### src/rtl/multi_cycle_controller_pkg.sv
// Shared encodings for the RISC-V controllers.
// Holds the multi-cycle FSM state type, opcode constants, datapath mux and ALU encodings,
// the single-cycle controller's encodings, and a branch-condition helper.
package multi_cycle_controller_pkg;

  // Multi-cycle FSM states
  typedef enum logic [3:0] {
    StFetch,
    StDecode,
    StMemAddr,
    StMemRead,
    StMemWb,
    StMemWrite,
    StExecR,
    StExecI,
    StAluWb,
    StBranch,
    StJal,
    StJalrAddr,
    StJalr,
    StLuiWb
  } mc_state_e;

  // Opcodes
  localparam logic [6:0] OpLoad   = 7'b0000011;
  localparam logic [6:0] OpStore  = 7'b0100011;
  localparam logic [6:0] OpR      = 7'b0110011;
  localparam logic [6:0] OpI      = 7'b0010011;
  localparam logic [6:0] OpBranch = 7'b1100011;
  localparam logic [6:0] OpJal    = 7'b1101111;
  localparam logic [6:0] OpJalr   = 7'b1100111;
  localparam logic [6:0] OpLui    = 7'b0110111;

  // ALUControl
  localparam logic [2:0] AluAnd  = 3'b000;
  localparam logic [2:0] AluOr   = 3'b001;
  localparam logic [2:0] AluAdd  = 3'b010;
  localparam logic [2:0] AluXor  = 3'b011;
  localparam logic [2:0] AluSltu = 3'b100;
  localparam logic [2:0] AluSub  = 3'b110;
  localparam logic [2:0] AluSlt  = 3'b111;

  // ImmSrc
  localparam logic [2:0] ImmI = 3'b000;
  localparam logic [2:0] ImmS = 3'b001;
  localparam logic [2:0] ImmB = 3'b010;
  localparam logic [2:0] ImmJ = 3'b011;
  localparam logic [2:0] ImmU = 3'b100;

  // ResultSrc
  localparam logic [1:0] ResAluOut    = 2'b00;
  localparam logic [1:0] ResData      = 2'b01;
  localparam logic [1:0] ResAluResult = 2'b10;
  localparam logic [1:0] ResImmExt    = 2'b11;

  // ALUSrcA / ALUSrcB
  localparam logic [1:0] SrcAPc    = 2'b00;
  localparam logic [1:0] SrcAOldPc = 2'b01;
  localparam logic [1:0] SrcARs1   = 2'b10;
  localparam logic [1:0] SrcBRs2   = 2'b00;
  localparam logic [1:0] SrcBImm   = 2'b01;
  localparam logic [1:0] SrcBFour  = 2'b10;

  // Single-cycle controller encodings (ALUOp to its ALU decoder, ResultSrc)
  localparam logic [1:0] ScAluOpAdd   = 2'b00;
  localparam logic [1:0] ScAluOpSub   = 2'b01;
  localparam logic [1:0] ScAluOpFunc  = 2'b10;
  localparam logic [1:0] ScResultAlu  = 2'b00;
  localparam logic [1:0] ScResultMem  = 2'b01;
  localparam logic [1:0] ScResultPc4  = 2'b10;

  // Branch taken condition from func3 and the flags of rs1 - rs2
  function automatic logic branch_taken(input logic [2:0] func3, input logic zero,
                                        input logic sign);
    logic taken;
    taken = 1'b0;
    case (func3)
      3'b000:  taken = zero;   // beq
      3'b001:  taken = !zero;  // bne
      3'b100:  taken = sign;   // blt
      3'b101:  taken = !sign;  // bge
      default: taken = 1'b0;
    endcase
    return taken;
  endfunction

endpackage

### src/rtl/multi_cycle_controller_if.sv
// Controller <-> datapath bundle.
// master: controller side (status/instruction fields in, control strobes out).
// slave:  datapath side (mirror image).
interface multi_cycle_controller_if;
  logic       mem_ready;
  logic       zero;
  logic       sign;
  logic [6:0] opcode;
  logic [2:0] func3;
  logic [6:0] func7;

  logic       PCWrite;
  logic       AdrSrc;
  logic       IRWrite;
  logic       MemWrite;
  logic       RegWrite;
  logic [1:0] ResultSrc;
  logic [1:0] ALUSrcA;
  logic [1:0] ALUSrcB;
  logic [2:0] ALUControl;
  logic [2:0] ImmSrc;
  logic       illegal;
  logic       instr_done;

  modport master (
    input  mem_ready, zero, sign, opcode, func3, func7,
    output PCWrite, AdrSrc, IRWrite, MemWrite, RegWrite, ResultSrc, ALUSrcA, ALUSrcB,
           ALUControl, ImmSrc, illegal, instr_done
  );

  modport slave (
    output mem_ready, zero, sign, opcode, func3, func7,
    input  PCWrite, AdrSrc, IRWrite, MemWrite, RegWrite, ResultSrc, ALUSrcA, ALUSrcB,
           ALUControl, ImmSrc, illegal, instr_done
  );
endinterface

### src/rtl/multi_cycle_controller_alu_decoder.sv
// ALU decoder: maps opcode/func3/func7 to ALUControl and flags unsupported encodings.
// Ports: i_opcode, i_func3, i_func7 in; o_alu_control, o_legal out.
// Opcodes other than R/I/branch get add and are reported legal; opcode legality is the FSM's job.
module multi_cycle_controller_alu_decoder
  import multi_cycle_controller_pkg::*;
(
  input  logic [6:0] i_opcode,
  input  logic [2:0] i_func3,
  input  logic [6:0] i_func7,
  output logic [2:0] o_alu_control,
  output logic       o_legal
);

  always_comb begin
    o_alu_control = AluAdd;
    o_legal       = 1'b1;
    case (i_opcode)
      OpR: begin
        if (i_func7 == 7'b0000000) begin
          case (i_func3)
            3'b000:  o_alu_control = AluAdd;
            3'b010:  o_alu_control = AluSlt;
            3'b011:  o_alu_control = AluSltu;
            3'b110:  o_alu_control = AluOr;
            3'b111:  o_alu_control = AluAnd;
            default: o_legal = 1'b0;
          endcase
        end else if (i_func7 == 7'b0100000 && i_func3 == 3'b000) begin
          o_alu_control = AluSub;
        end else begin
          o_legal = 1'b0;
        end
      end
      OpI: begin
        // andi and shifts are not supported
        case (i_func3)
          3'b000:  o_alu_control = AluAdd;
          3'b010:  o_alu_control = AluSlt;
          3'b011:  o_alu_control = AluSltu;
          3'b100:  o_alu_control = AluXor;
          3'b110:  o_alu_control = AluOr;
          default: o_legal = 1'b0;
        endcase
      end
      OpBranch: begin
        o_alu_control = AluSub;
        case (i_func3)
          3'b000, 3'b001, 3'b100, 3'b101: o_legal = 1'b1;
          default:                        o_legal = 1'b0;
        endcase
      end
      default: ;
    endcase
  end

endmodule

### src/rtl/multi_cycle_controller.sv
// Multi-cycle RV32 subset controller (Moore FSM).
// Ports: clk, rst (synchronous, active-low); bus (master modport) carrying mem_ready, zero,
// sign, opcode, func3, func7 in and PCWrite, AdrSrc, IRWrite, MemWrite, RegWrite, ResultSrc,
// ALUSrcA, ALUSrcB, ALUControl, ImmSrc, illegal, instr_done out.
// All outputs are forced to 0 while rst is low; the fetch starts as soon as rst is released.
module multi_cycle_controller
  import multi_cycle_controller_pkg::*;
(
  input  logic                           clk,
  input  logic                           rst,
  multi_cycle_controller_if.master       bus
);

  mc_state_e  r_state;
  mc_state_e  w_state_next;

  logic       w_pc_write;
  logic       w_adr_src;
  logic       w_ir_write;
  logic       w_mem_write;
  logic       w_reg_write;
  logic [1:0] w_result_src;
  logic [1:0] w_alu_src_a;
  logic [1:0] w_alu_src_b;
  logic [2:0] w_alu_control;
  logic [2:0] w_imm_src;
  logic       w_illegal;
  logic       w_instr_done;

  logic [2:0] w_dec_alu_control;
  logic       w_dec_legal;

  multi_cycle_controller_alu_decoder u_alu_decoder (
    .i_opcode      (bus.opcode),
    .i_func3       (bus.func3),
    .i_func7       (bus.func7),
    .o_alu_control (w_dec_alu_control),
    .o_legal       (w_dec_legal)
  );

  always_ff @(posedge clk) begin
    if (!rst) begin
      r_state <= StFetch;
    end else begin
      r_state <= w_state_next;
    end
  end

  always_comb begin
    w_state_next  = r_state;
    w_pc_write    = 1'b0;
    w_adr_src     = 1'b0;
    w_ir_write    = 1'b0;
    w_mem_write   = 1'b0;
    w_reg_write   = 1'b0;
    w_result_src  = 2'b00;
    w_alu_src_a   = 2'b00;
    w_alu_src_b   = 2'b00;
    w_alu_control = 3'b000;
    w_imm_src     = 3'b000;
    w_illegal     = 1'b0;
    w_instr_done  = 1'b0;

    unique case (r_state)
      StFetch: begin
        w_adr_src     = 1'b0;
        w_alu_src_a   = SrcAPc;
        w_alu_src_b   = SrcBFour;
        w_alu_control = AluAdd;
        w_result_src  = ResAluResult;
        w_ir_write    = bus.mem_ready;
        w_pc_write    = bus.mem_ready;
        if (bus.mem_ready) w_state_next = StDecode;
      end
      StDecode: begin
        // Precompute the branch/jal target into ALUOut
        w_alu_src_a   = SrcAOldPc;
        w_alu_src_b   = SrcBImm;
        w_alu_control = AluAdd;
        case (bus.opcode)
          OpLoad, OpStore: w_state_next = StMemAddr;
          OpR:             w_state_next = StExecR;
          OpI:             w_state_next = StExecI;
          OpBranch:        w_state_next = StBranch;
          OpJal:           w_state_next = StJal;
          OpJalr:          w_state_next = StJalrAddr;
          OpLui:           w_state_next = StLuiWb;
          default: begin
            w_illegal    = 1'b1;
            w_state_next = StFetch;
          end
        endcase
        case (bus.opcode)
          OpStore:  w_imm_src = ImmS;
          OpBranch: w_imm_src = ImmB;
          OpJal:    w_imm_src = ImmJ;
          OpLui:    w_imm_src = ImmU;
          default:  w_imm_src = ImmI;
        endcase
        if (!w_dec_legal) begin
          w_illegal    = 1'b1;
          w_state_next = StFetch;
        end
      end
      StMemAddr: begin
        w_alu_src_a   = SrcARs1;
        w_alu_src_b   = SrcBImm;
        w_alu_control = AluAdd;
        if (bus.opcode == OpStore) begin
          w_imm_src    = ImmS;
          w_state_next = StMemWrite;
        end else begin
          w_imm_src    = ImmI;
          w_state_next = StMemRead;
        end
      end
      StMemRead: begin
        w_adr_src    = 1'b1;
        w_result_src = ResAluOut;
        if (bus.mem_ready) w_state_next = StMemWb;
      end
      StMemWb: begin
        w_result_src = ResData;
        w_reg_write  = 1'b1;
        w_instr_done = 1'b1;
        w_state_next = StFetch;
      end
      StMemWrite: begin
        w_adr_src    = 1'b1;
        w_result_src = ResAluOut;
        w_mem_write  = 1'b1;
        w_instr_done = bus.mem_ready;
        if (bus.mem_ready) w_state_next = StFetch;
      end
      StExecR: begin
        w_alu_src_a   = SrcARs1;
        w_alu_src_b   = SrcBRs2;
        w_alu_control = w_dec_alu_control;
        w_state_next  = StAluWb;
      end
      StExecI: begin
        w_alu_src_a   = SrcARs1;
        w_alu_src_b   = SrcBImm;
        w_imm_src     = ImmI;
        w_alu_control = w_dec_alu_control;
        w_state_next  = StAluWb;
      end
      StAluWb: begin
        w_result_src = ResAluOut;
        w_reg_write  = 1'b1;
        w_instr_done = 1'b1;
        w_state_next = StFetch;
      end
      StBranch: begin
        // ALUOut holds the target computed in DECODE; the ALU compares rs1 - rs2
        w_alu_src_a   = SrcARs1;
        w_alu_src_b   = SrcBRs2;
        w_alu_control = AluSub;
        w_result_src  = ResAluOut;
        w_instr_done  = 1'b1;
        w_pc_write    = branch_taken(bus.func3, bus.zero, bus.sign);
        w_state_next  = StFetch;
      end
      StJal, StJalr: begin
        // PC <- ALUOut (target) while the ALU forms OldPC + 4 for the link write
        w_alu_src_a   = SrcAOldPc;
        w_alu_src_b   = SrcBFour;
        w_alu_control = AluAdd;
        w_result_src  = ResAluOut;
        w_pc_write    = 1'b1;
        w_state_next  = StAluWb;
      end
      StJalrAddr: begin
        w_alu_src_a   = SrcARs1;
        w_alu_src_b   = SrcBImm;
        w_alu_control = AluAdd;
        w_imm_src     = ImmI;
        w_state_next  = StJalr;
      end
      StLuiWb: begin
        w_imm_src    = ImmU;
        w_result_src = ResImmExt;
        w_reg_write  = 1'b1;
        w_instr_done = 1'b1;
        w_state_next = StFetch;
      end
      default: w_state_next = StFetch;
    endcase
  end

  assign bus.PCWrite    = rst & w_pc_write;
  assign bus.AdrSrc     = rst & w_adr_src;
  assign bus.IRWrite    = rst & w_ir_write;
  assign bus.MemWrite   = rst & w_mem_write;
  assign bus.RegWrite   = rst & w_reg_write;
  assign bus.ResultSrc  = rst ? w_result_src  : 2'b00;
  assign bus.ALUSrcA    = rst ? w_alu_src_a   : 2'b00;
  assign bus.ALUSrcB    = rst ? w_alu_src_b   : 2'b00;
  assign bus.ALUControl = rst ? w_alu_control : 3'b000;
  assign bus.ImmSrc     = rst ? w_imm_src     : 3'b000;
  assign bus.illegal    = rst & w_illegal;
  assign bus.instr_done = rst & w_instr_done;

endmodule
### src/flat_wrapper.sv
// flat-port wrapper written by rule: the top's interface ports become plain ports
module multi_cycle_controller_flat import multi_cycle_controller_pkg::*;
  (clk, rst, bus_mem_ready, bus_zero, bus_sign, bus_opcode, bus_func3, bus_func7, bus_PCWrite, bus_AdrSrc, bus_IRWrite, bus_MemWrite, bus_RegWrite, bus_ResultSrc, bus_ALUSrcA, bus_ALUSrcB, bus_ALUControl, bus_ImmSrc, bus_illegal, bus_instr_done);
  multi_cycle_controller_if bus_i ();
  input  logic clk;
  input  logic rst;
  input wire logic [$bits(bus_i.mem_ready)-1:0] bus_mem_ready;
  input wire logic [$bits(bus_i.zero)-1:0] bus_zero;
  input wire logic [$bits(bus_i.sign)-1:0] bus_sign;
  input wire logic [$bits(bus_i.opcode)-1:0] bus_opcode;
  input wire logic [$bits(bus_i.func3)-1:0] bus_func3;
  input wire logic [$bits(bus_i.func7)-1:0] bus_func7;
  output wire logic [$bits(bus_i.PCWrite)-1:0] bus_PCWrite;
  output wire logic [$bits(bus_i.AdrSrc)-1:0] bus_AdrSrc;
  output wire logic [$bits(bus_i.IRWrite)-1:0] bus_IRWrite;
  output wire logic [$bits(bus_i.MemWrite)-1:0] bus_MemWrite;
  output wire logic [$bits(bus_i.RegWrite)-1:0] bus_RegWrite;
  output wire logic [$bits(bus_i.ResultSrc)-1:0] bus_ResultSrc;
  output wire logic [$bits(bus_i.ALUSrcA)-1:0] bus_ALUSrcA;
  output wire logic [$bits(bus_i.ALUSrcB)-1:0] bus_ALUSrcB;
  output wire logic [$bits(bus_i.ALUControl)-1:0] bus_ALUControl;
  output wire logic [$bits(bus_i.ImmSrc)-1:0] bus_ImmSrc;
  output wire logic [$bits(bus_i.illegal)-1:0] bus_illegal;
  output wire logic [$bits(bus_i.instr_done)-1:0] bus_instr_done;
  assign bus_i.mem_ready = bus_mem_ready;
  assign bus_i.zero = bus_zero;
  assign bus_i.sign = bus_sign;
  assign bus_i.opcode = bus_opcode;
  assign bus_i.func3 = bus_func3;
  assign bus_i.func7 = bus_func7;
  assign bus_PCWrite = bus_i.PCWrite;
  assign bus_AdrSrc = bus_i.AdrSrc;
  assign bus_IRWrite = bus_i.IRWrite;
  assign bus_MemWrite = bus_i.MemWrite;
  assign bus_RegWrite = bus_i.RegWrite;
  assign bus_ResultSrc = bus_i.ResultSrc;
  assign bus_ALUSrcA = bus_i.ALUSrcA;
  assign bus_ALUSrcB = bus_i.ALUSrcB;
  assign bus_ALUControl = bus_i.ALUControl;
  assign bus_ImmSrc = bus_i.ImmSrc;
  assign bus_illegal = bus_i.illegal;
  assign bus_instr_done = bus_i.instr_done;
  multi_cycle_controller u_core (.clk(clk), .rst(rst), .bus(bus_i));
endmodule
### config.mk
export PLATFORM = sky130hd
export DESIGN_NAME = multi_cycle_controller_flat
export DESIGN_NICKNAME = d
export VERILOG_FILES = /design/src/rtl/multi_cycle_controller_pkg.sv /design/src/rtl/multi_cycle_controller_if.sv /design/src/rtl/multi_cycle_controller_alu_decoder.sv /design/src/rtl/multi_cycle_controller.sv /design/src/flat_wrapper.sv
export SDC_FILE = /design/constraint.sdc
export NUM_CORES = 1
export LEC_CHECK = 0
export BUFFER_PORTS_ARGS = -buffer_cell sky130_fd_sc_hd__buf_4
export CORE_MARGIN = 4
export CORE_UTILIZATION = 40
export CTS_CLUSTER_SIZE = 16
export DETAILED_ROUTE_END_ITERATION = 10
export PLACE_DENSITY = 0.68
export SLEW_MARGIN = 15
export SYNTH_ARGS = -nofsm -noshare
export SYNTH_HDL_FRONTEND = slang
export SYNTH_SLANG_ARGS = --single-unit
### constraint.sdc
create_clock -name clk -period 3.1 [get_ports clk]
set_input_delay 0.62 -clock clk [delete_from_list [all_inputs] [get_ports clk]]
set_output_delay 0.62 -clock clk [all_outputs]
set_load 0.005 [all_outputs]
Yosys cells after proc, flatten, opt, wreduce, memory -nomap -nowiden
Cells that the tools add are included.

Bits in registers: 4.

Equality and inequality tests: 32. Mux-type cells: 40. Bitwise logic cells: 7. Reduce and logical (&&, ||, !) cells: 23.

Operators by type and width (count): $pmux W4 S7 (2); $pmux W3 S4 (3); $eq A7 B6 Y1 const B (4); $pmux W3 S3 (3); $eq A4 B4 Y1 const B (6); $eq A7 B7 Y1 const B (3); $eq A4 B3 Y1 const B (4); $mux W4 (4); $reduce_or A4 Y1 (4); $mux W3 (5); $reduce_or A5 Y1 (3); $mux W1 (13); $eq A3 B3 Y1 const B (4); $reduce_or A3 Y1 (3); $eq A4 B2 Y1 const B (2); $pmux W2 S2 (2); $reduce_or A2 Y1 (4); $reduce_or A8 Y1 (1); $and A1 B1 Y1 (7); $eq A7 B2 Y1 const B (1); $eq A7 B5 Y1 const B (1); $logic_not A7 Y1 (1); $eq A3 B2 Y1 const B (2); $mux W2 (3); other kinds (13) (17).

Longest topological paths before layout
Gate-level depths: netlist (run 1).

Depth after elaboration: 8. Mapped depth: 6. Depth with buffers taken out: 4.

Hierarchy
Synthesis (run 1) repeated with hierarchy kept, for this count alone.

Cell total of the unflattened synthesis: 164. Area total of the unflattened synthesis: 1223.7 µm².

By module, submodules not included: multi_cycle_controller (instances 1, cells each 135, area each 1007.2 µm², seq. area each 80.1 µm²); multi_cycle_controller_alu_decoder (instances 1, cells each 29, area each 216.5 µm², seq. area each 0.0 µm²).

Worst setup path after synthesis (run 1)
Ideal clock, no wire load.

Kind: input -> output. From: input port bus_func7[3]. To: output port bus_illegal. Arrival: 2171 ps. Path slack: 309 ps. Cell stages on the path: 4. Buffers on the path: 0. Cells stage by stage: or4_4 -> or4_4 -> o211a_1 -> o2111a_1.

Cells in the longest elaborated chain, start to end: 8. Elaborated cells between the ends (all ways): 9. Classes of those cells: eq/ne: 1; mux: 5; bitwise: 1; reduce/logical: 2.

Ends and longest elaborated chain: start, declared (RTL line flat_wrapper.sv:12) `input wire logic [$bits(bus_i.func7)-1:0] bus_func7;`; $eq A7 B6 Y1 (RTL line multi_cycle_controller_alu_decoder.sv:28) `end else if (i_func7 == 7'b0100000 && i_func3 == 3'b000) begin`; $logic_and A1 B1 Y1 (RTL line multi_cycle_controller_alu_decoder.sv:28); $mux W1 (RTL line multi_cycle_controller_alu_decoder.sv:28); $mux W1 * (RTL line multi_cycle_controller_alu_decoder.sv:19) `if (i_func7 == 7'b0000000) begin`; $pmux W1 S3 * (RTL line multi_cycle_controller_alu_decoder.sv:17) `case (i_opcode)`; $mux W1 * (RTL line multi_cycle_controller.sv:100) `if (!w_dec_legal) begin`; $mux W1 * (RTL line multi_cycle_controller.sv:64) `unique case (r_state)`; $and A1 B1 Y1 * (RTL line multi_cycle_controller.sv:201) `assign bus.illegal = rst & w_illegal;`; end, declared (RTL line flat_wrapper.sv:23) `output wire logic [$bits(bus_i.illegal)-1:0] bus_illegal;`.

Mark *: on every way between the ends. The rest lies on a longest branch, timed or not.

Final worst setup path (run 1)
Ends and elaborated chain as after synthesis.

==> flow_summary.yaml, run 1 <==
synth:
  syn_inst: 164
  synth-seq-area-share_pct: 7.556
  synth_top_cell_by_area: "dfxtp_1"
  synth_edf_count: 0
  synth.area.top_cells: "dfxtp_1, nor2b_1, nor2_1"
  ys_warn_count: 0
  ys_async_sr_fraction_pct: 0
  ys_ff_latch: 4
  netlist_area_um2: 1060
  synth_cell_type_count: 53
  syn_nets: 186
  synth_ff_type: "dfxtp_1"
  syn_avg_cell_area_um2: 6.462
  synth_top_area_share_pct: 7.556
final_layout:
  largest_reg_flops: 4
  reg.largest.list: "u_core.r_state (4)"
  syn_to_final_growth_pct: 33.29
  finalNetCount: 223
  drive_gt1_share_pct: 27.64
  multiInputGateArea_um2: 900.9
  fillers: 245
  regArea_um2: 80.08
  final_cell_mix: "buf_4, nor2_1, nor3_1"
  regMostFlops: "u_core.r_state"
  fin_cells: 229
  fin_util_pct: 56.51
  diodes: 0
  final_common_cell: "buf_4"
floorplanning:
  floorplan.initialDensity_pct: 42.39
  die_x_um: 59.47
  dieArea_um2: 3537
  rows: 18
  core_um2: 2500
  ios: 41
  die_y_um: 59.47
drt:
  drc_errors: 0
  final_antenna_net_count: 0
  initialDrtViolationCount: 56
  vias: 1407
  first_pass_iters: 4
  wirelength_um: 3403
  wl_per_cell_um: 14.86
  via_per_inst: 6.144
power_and_ir_drop:
  ir_worst_vdd_uv: 162.7
  switching_power_uw: 83.98
  seqPwrFrac_pct: 23.2
  p_int_uw: 150.0
  clockPowerShare_pct: 28.4
  p_leak_uw: 0.0005721
  switching_share_pct: 35.89
  pwr-share-comb_pct: 48.3
  pwr_density_cell_nw_per_um2: 165.6
  power.total_uw: 234.0
setup_path:
  rr_endpoint: "u_core.r_state[2]"
  cp.required_ps: 2480
  worstRegToRegCells: 5
  critPathLaunch: "bus_func7[3]"
  path_class: "input pin to output port"
  worstSetupStartpointType: "input pin"
  cp_max_fo: 3
  r2r_slack_ps: 1280
  cp-end-kind: "output port"
  cp_data_arrival_time_ps: 2400
  r2r_start: "u_core.r_state[2]"
sta:
  rsz0062_at_grt: "no"
  maxSlewHeadroom_pct: 52.69
  worstMarginPinSlew_ps: 708.7
  setup_violations: 0
  skew_ps: 10.03
  slew_violations: 0
  fin_crit_sh_pct: 97.32
  fin_crit_ps: 3017
  fmaxAchievable_mhz: 331.5
  hold_viol_final: 0
  final.setup.tns_ps: 0
global_routing:
  grt_max_degree: 24
  grt_pass1_vias: 1236
  grt_usage_pct: 19.61
  grt_pass1_wl_um: 5513
  grt.overflow.total: 0
  antenna_found_initial: 0
place:
  gp_congestion: 0.8200
  dp_hpwl_um: 2653
  dp_cells: 226
  portBuffers: 40
clocking:
  path_clk_slew_ps: 30
  clock_sinks: 4
  ctsResizeCount: 0
  cts_setup_buffers: 0
  tritoncts: "done"
  ctsHtreeMaxLevel: 1
  insertion_delay_ps: 240
  clockBufferDepth: 2
  cts-root-buf: "clkbuf_4"
  hold_buffers: 0
  cts_buffers: 3
run_status:
  status: "complete, no violations"
min_path:
  worstHoldPathCells: 3
  min_to: "u_core.r_state[1]"
  min_from: "rst"
  hp-class: "input pin to register"
flow_run:
  cap_violations: 0
-- Yosys cell counts (all sizes together) (3+ instances only) --
library cell   n
a21oi          7
dfxtp          4
nor3b          4
nor3          11
nand3          8
clkbuf        11
nor2          16
nand2b         9
nor2b         10
o21ai          7
xnor2          4
nand2          8
o22ai          4
mux2i          3
o2111ai        3
buf            3
inv            6
-- cell type report --
cell class	count	area share, %
clock buffers	3	1.594
inverters	7	1.860
multi-input cells	139	63.77
flip-flops and latches	4	5.669
well taps	30	2.657
repair buffers	46	24.45
-- worst max-delay path: stages --
cell      delay (ps)
buf_4            110
or4_4            530
or4_4            500
o211a_1          260
o2111a_1         240
buf_4            130
-- metrics by stage --
step	area [um2]	setup WS (ps)	hold slack, ps
floorplan	1060	308.9	616.2
global placement	1390	87.16	750.4
detailed placement	1390	92.20	751.5
CTS	1413	84.66	753.8
global route	1413	51.93	760.6
finish	1413	83.01	763.6
-- worst max path at each step --
stage / endpoint / slack, ps / depth (start not counted)
floorplan: bus_illegal / 310 / 4
global placement: bus_illegal / 90 / 6
detailed placement: bus_illegal / 90 / 6
CTS: bus_illegal / 80 / 6
global route: bus_illegal / 50 / 6
finish: bus_illegal / 80 / 6
-- cell families (layout without fill, tap and decap cells) --
family	after synthesis	in the layout	synth area share, %
AOI/OAI and AO/OA	49	49	34.71
xor gates and xnor gates	5	5	4.132
buffers and inverters	21	56	7.437
DFF	4	4	7.556
muxes	3	3	2.834
and+or+nand+nor	82	82	43.33
-- power by group through the flow --
stage	Clock [uW]	Sequential, uW	Combinational (uW)
CTS	68.4	54.3	112
detailed placement	0	55.1	112
global route	75.3	54.5	123
floorplan	0	54.4	62.1
global placement	0	55.1	109
finish	66.5	54.3	113
-- metal layers --
layer | share of wire [%] | vias to the layer above | track usage (%)
li1 | - | 696 | -
met1 | 43 | 649 | 25.00
met2 | 49 | 58 | 34.95
met3 | 7.0 | 4 | 1.961
met4 | 1.0 | 0 | 4.531
met5 | 0 | - | 0
Note: power is estimated with default switching activity, not from simulation.
==> run 2, diff against run 1 <==
==> constraint.sdc (replaced) <==
create_clock -name clk -period 3.4 [get_ports clk]
set_input_delay 0.68 -clock clk [delete_from_list [all_inputs] [get_ports clk]]
set_output_delay 0.68 -clock clk [all_outputs]
set_load 0.005 [all_outputs]
==> run 2 against run 1 <==
- critical path depth stayed put
- routed wire length shrank 0.44%
- first-iteration DRC count is 32% lower
- sequential cell count stayed put
- worst setup slack improved by 120 ps
- register-to-register slack improved by 230 ps
- via count shrank 2.2%
- cell area down 2.1%
- combinational power is 12% lower
- sequential power down 8.1%
- clock skew fell by 3.8 ps
==> flow_summary.yaml, run 2 (synthesis results as in run 1) <==
floorplanning:
  rows: 18
  floorplan.initialDensity_pct: 42.39
  core_um2: 2500
  dieArea_um2: 3537
  die_x_um: 59.47
  die_y_um: 59.47
  ios: 41
final_layout:
  syn_to_final_growth_pct: 30.46
  fin_cells: 225
  largest_reg_flops: 4
  regMostFlops: "u_core.r_state"
  fin_util_pct: 55.31
  final_common_cell: "buf_4"
  final_cell_mix: "buf_4, nor2_1, nor3_1"
  finalNetCount: 219
  reg.largest.list: "u_core.r_state (4)"
  drive_gt1_share_pct: 26.15
  diodes: 0
place:
  dp_hpwl_um: 2637
  portBuffers: 40
  dp_cells: 222
  gp_congestion: 0.8349
min_path:
  min_from: "u_core.r_state[0]"
  worstHoldPathCells: 3
  hp-class: "register to register"
sta:
  final.setup.tns_ps: 0
  hold_viol_final: 0
  rsz0062_at_grt: "no"
  skew_ps: 6.214
  setup_violations: 0
  worstMarginPinSlew_ps: 778.5
  fmaxAchievable_mhz: 312.5
  fin_crit_ps: 3200
  fin_crit_sh_pct: 94.12
  slew_violations: 0
  maxSlewHeadroom_pct: 48.03
  whs_ps: 781.1
clocking:
  hold_buffers: 0
  path_clk_slew_ps: 40
  insertion_delay_ps: 240
  cts_setup_buffers: 0
  cts_buffers: 3
  ctsResizeCount: 0
  clock_sinks: 4
  ctsHtreeMaxLevel: 1
  clockBufferDepth: 2
  tritoncts: "done"
  cts-root-buf: "clkbuf_4"
drt:
  wl_met2_um: 1638
  final_antenna_net_count: 0
  wirelength_um: 3388
  top_layer: "met4"
  wl_met1_um: 1477
  wl_met3_um: 193
  via_per_inst: 6.116
  drc_errors: 0
  initialDrtViolationCount: 38
  wl_per_cell_um: 15.06
  first_pass_iters: 4
  vias: 1376
setup_path:
  path_class: "input pin to output port"
  cp_max_fo: 5
  worstSetupStartpointType: "input pin"
  worstRegToRegCells: 4
  critPathLaunch: "bus_func7[3]"
  r2r_start: "u_core.r_state[3]"
  cp-end-kind: "output port"
  r2r_slack_ps: 1510
  cp_data_arrival_time_ps: 2520
  cp.required_ps: 2720
global_routing:
  grt_pass1_vias: 1305
  grt_usage_pct: 19.99
  grt_max_degree: 26
  antenna_found_initial: 0
  grt.overflow.total: 0
  grt_pass1_wl_um: 5678
power_and_ir_drop:
  power.total_uw: 208.8
  ir_worst_vdd_uv: 145.2
  pwr_density_cell_nw_per_um2: 151.0
  p_leak_uw: 0.0005513
flow_run:
  cap_violations: 0
run_status:
  status: "complete, no violations"
[run 2: critical path: stages]
cell	delay (ps)
buf_4	110
or4_4	530
or4_4	490
o211a_1	310
o2111a_1	270
buf_4	130
[run 2: stage by stage]
step	instance area, um2	setup slack, ps
after CTS	1383	196.0
after global placement	1360	211.0
after detailed placement	1360	196.5
after global routing	1383	169.2
final	1383	200.0
after floorplan	1060	488.9
[run 2: final timing paths]
| kind | end |
|---|---|
| worst min register to register | u_core.r_state[3] |
| worst max-delay path | bus_illegal |
| worst min-delay path | u_core.r_state[3] |
| worst max register to register | u_core.r_state[2] |
[run 2: report_power, final]
group | leakage [uW] | internal (uW) | switching (uW)
Clock | 0.0000138 | 39.4 | 19.1
Sequential | 0.0000325 | 48.1 | 1.72
Combinational | 0.000505 | 47.4 | 53.0
Total | 0.000551 | 135 | 73.9
[run 2: final cells by class]
cell class	instances	area, um2
clock buffers	3	22.52
fillers	262	1117
flip-flops and latches	4	80.08
repair buffers	42	315.3
well taps	30	37.54
inverters	7	26.28
multi-input cells	139	900.9
[run 2: per-layer routing]
| layer | global-route usage (%) | vias up |
|---|---|---|
| met5 | 0 | - |
| met4 | 6.796 | 0 |
| met3 | 1.525 | 8 |
| met1 | 25.58 | 631 |
| li1 | - | 689 |
| met2 | 34.79 | 48 |
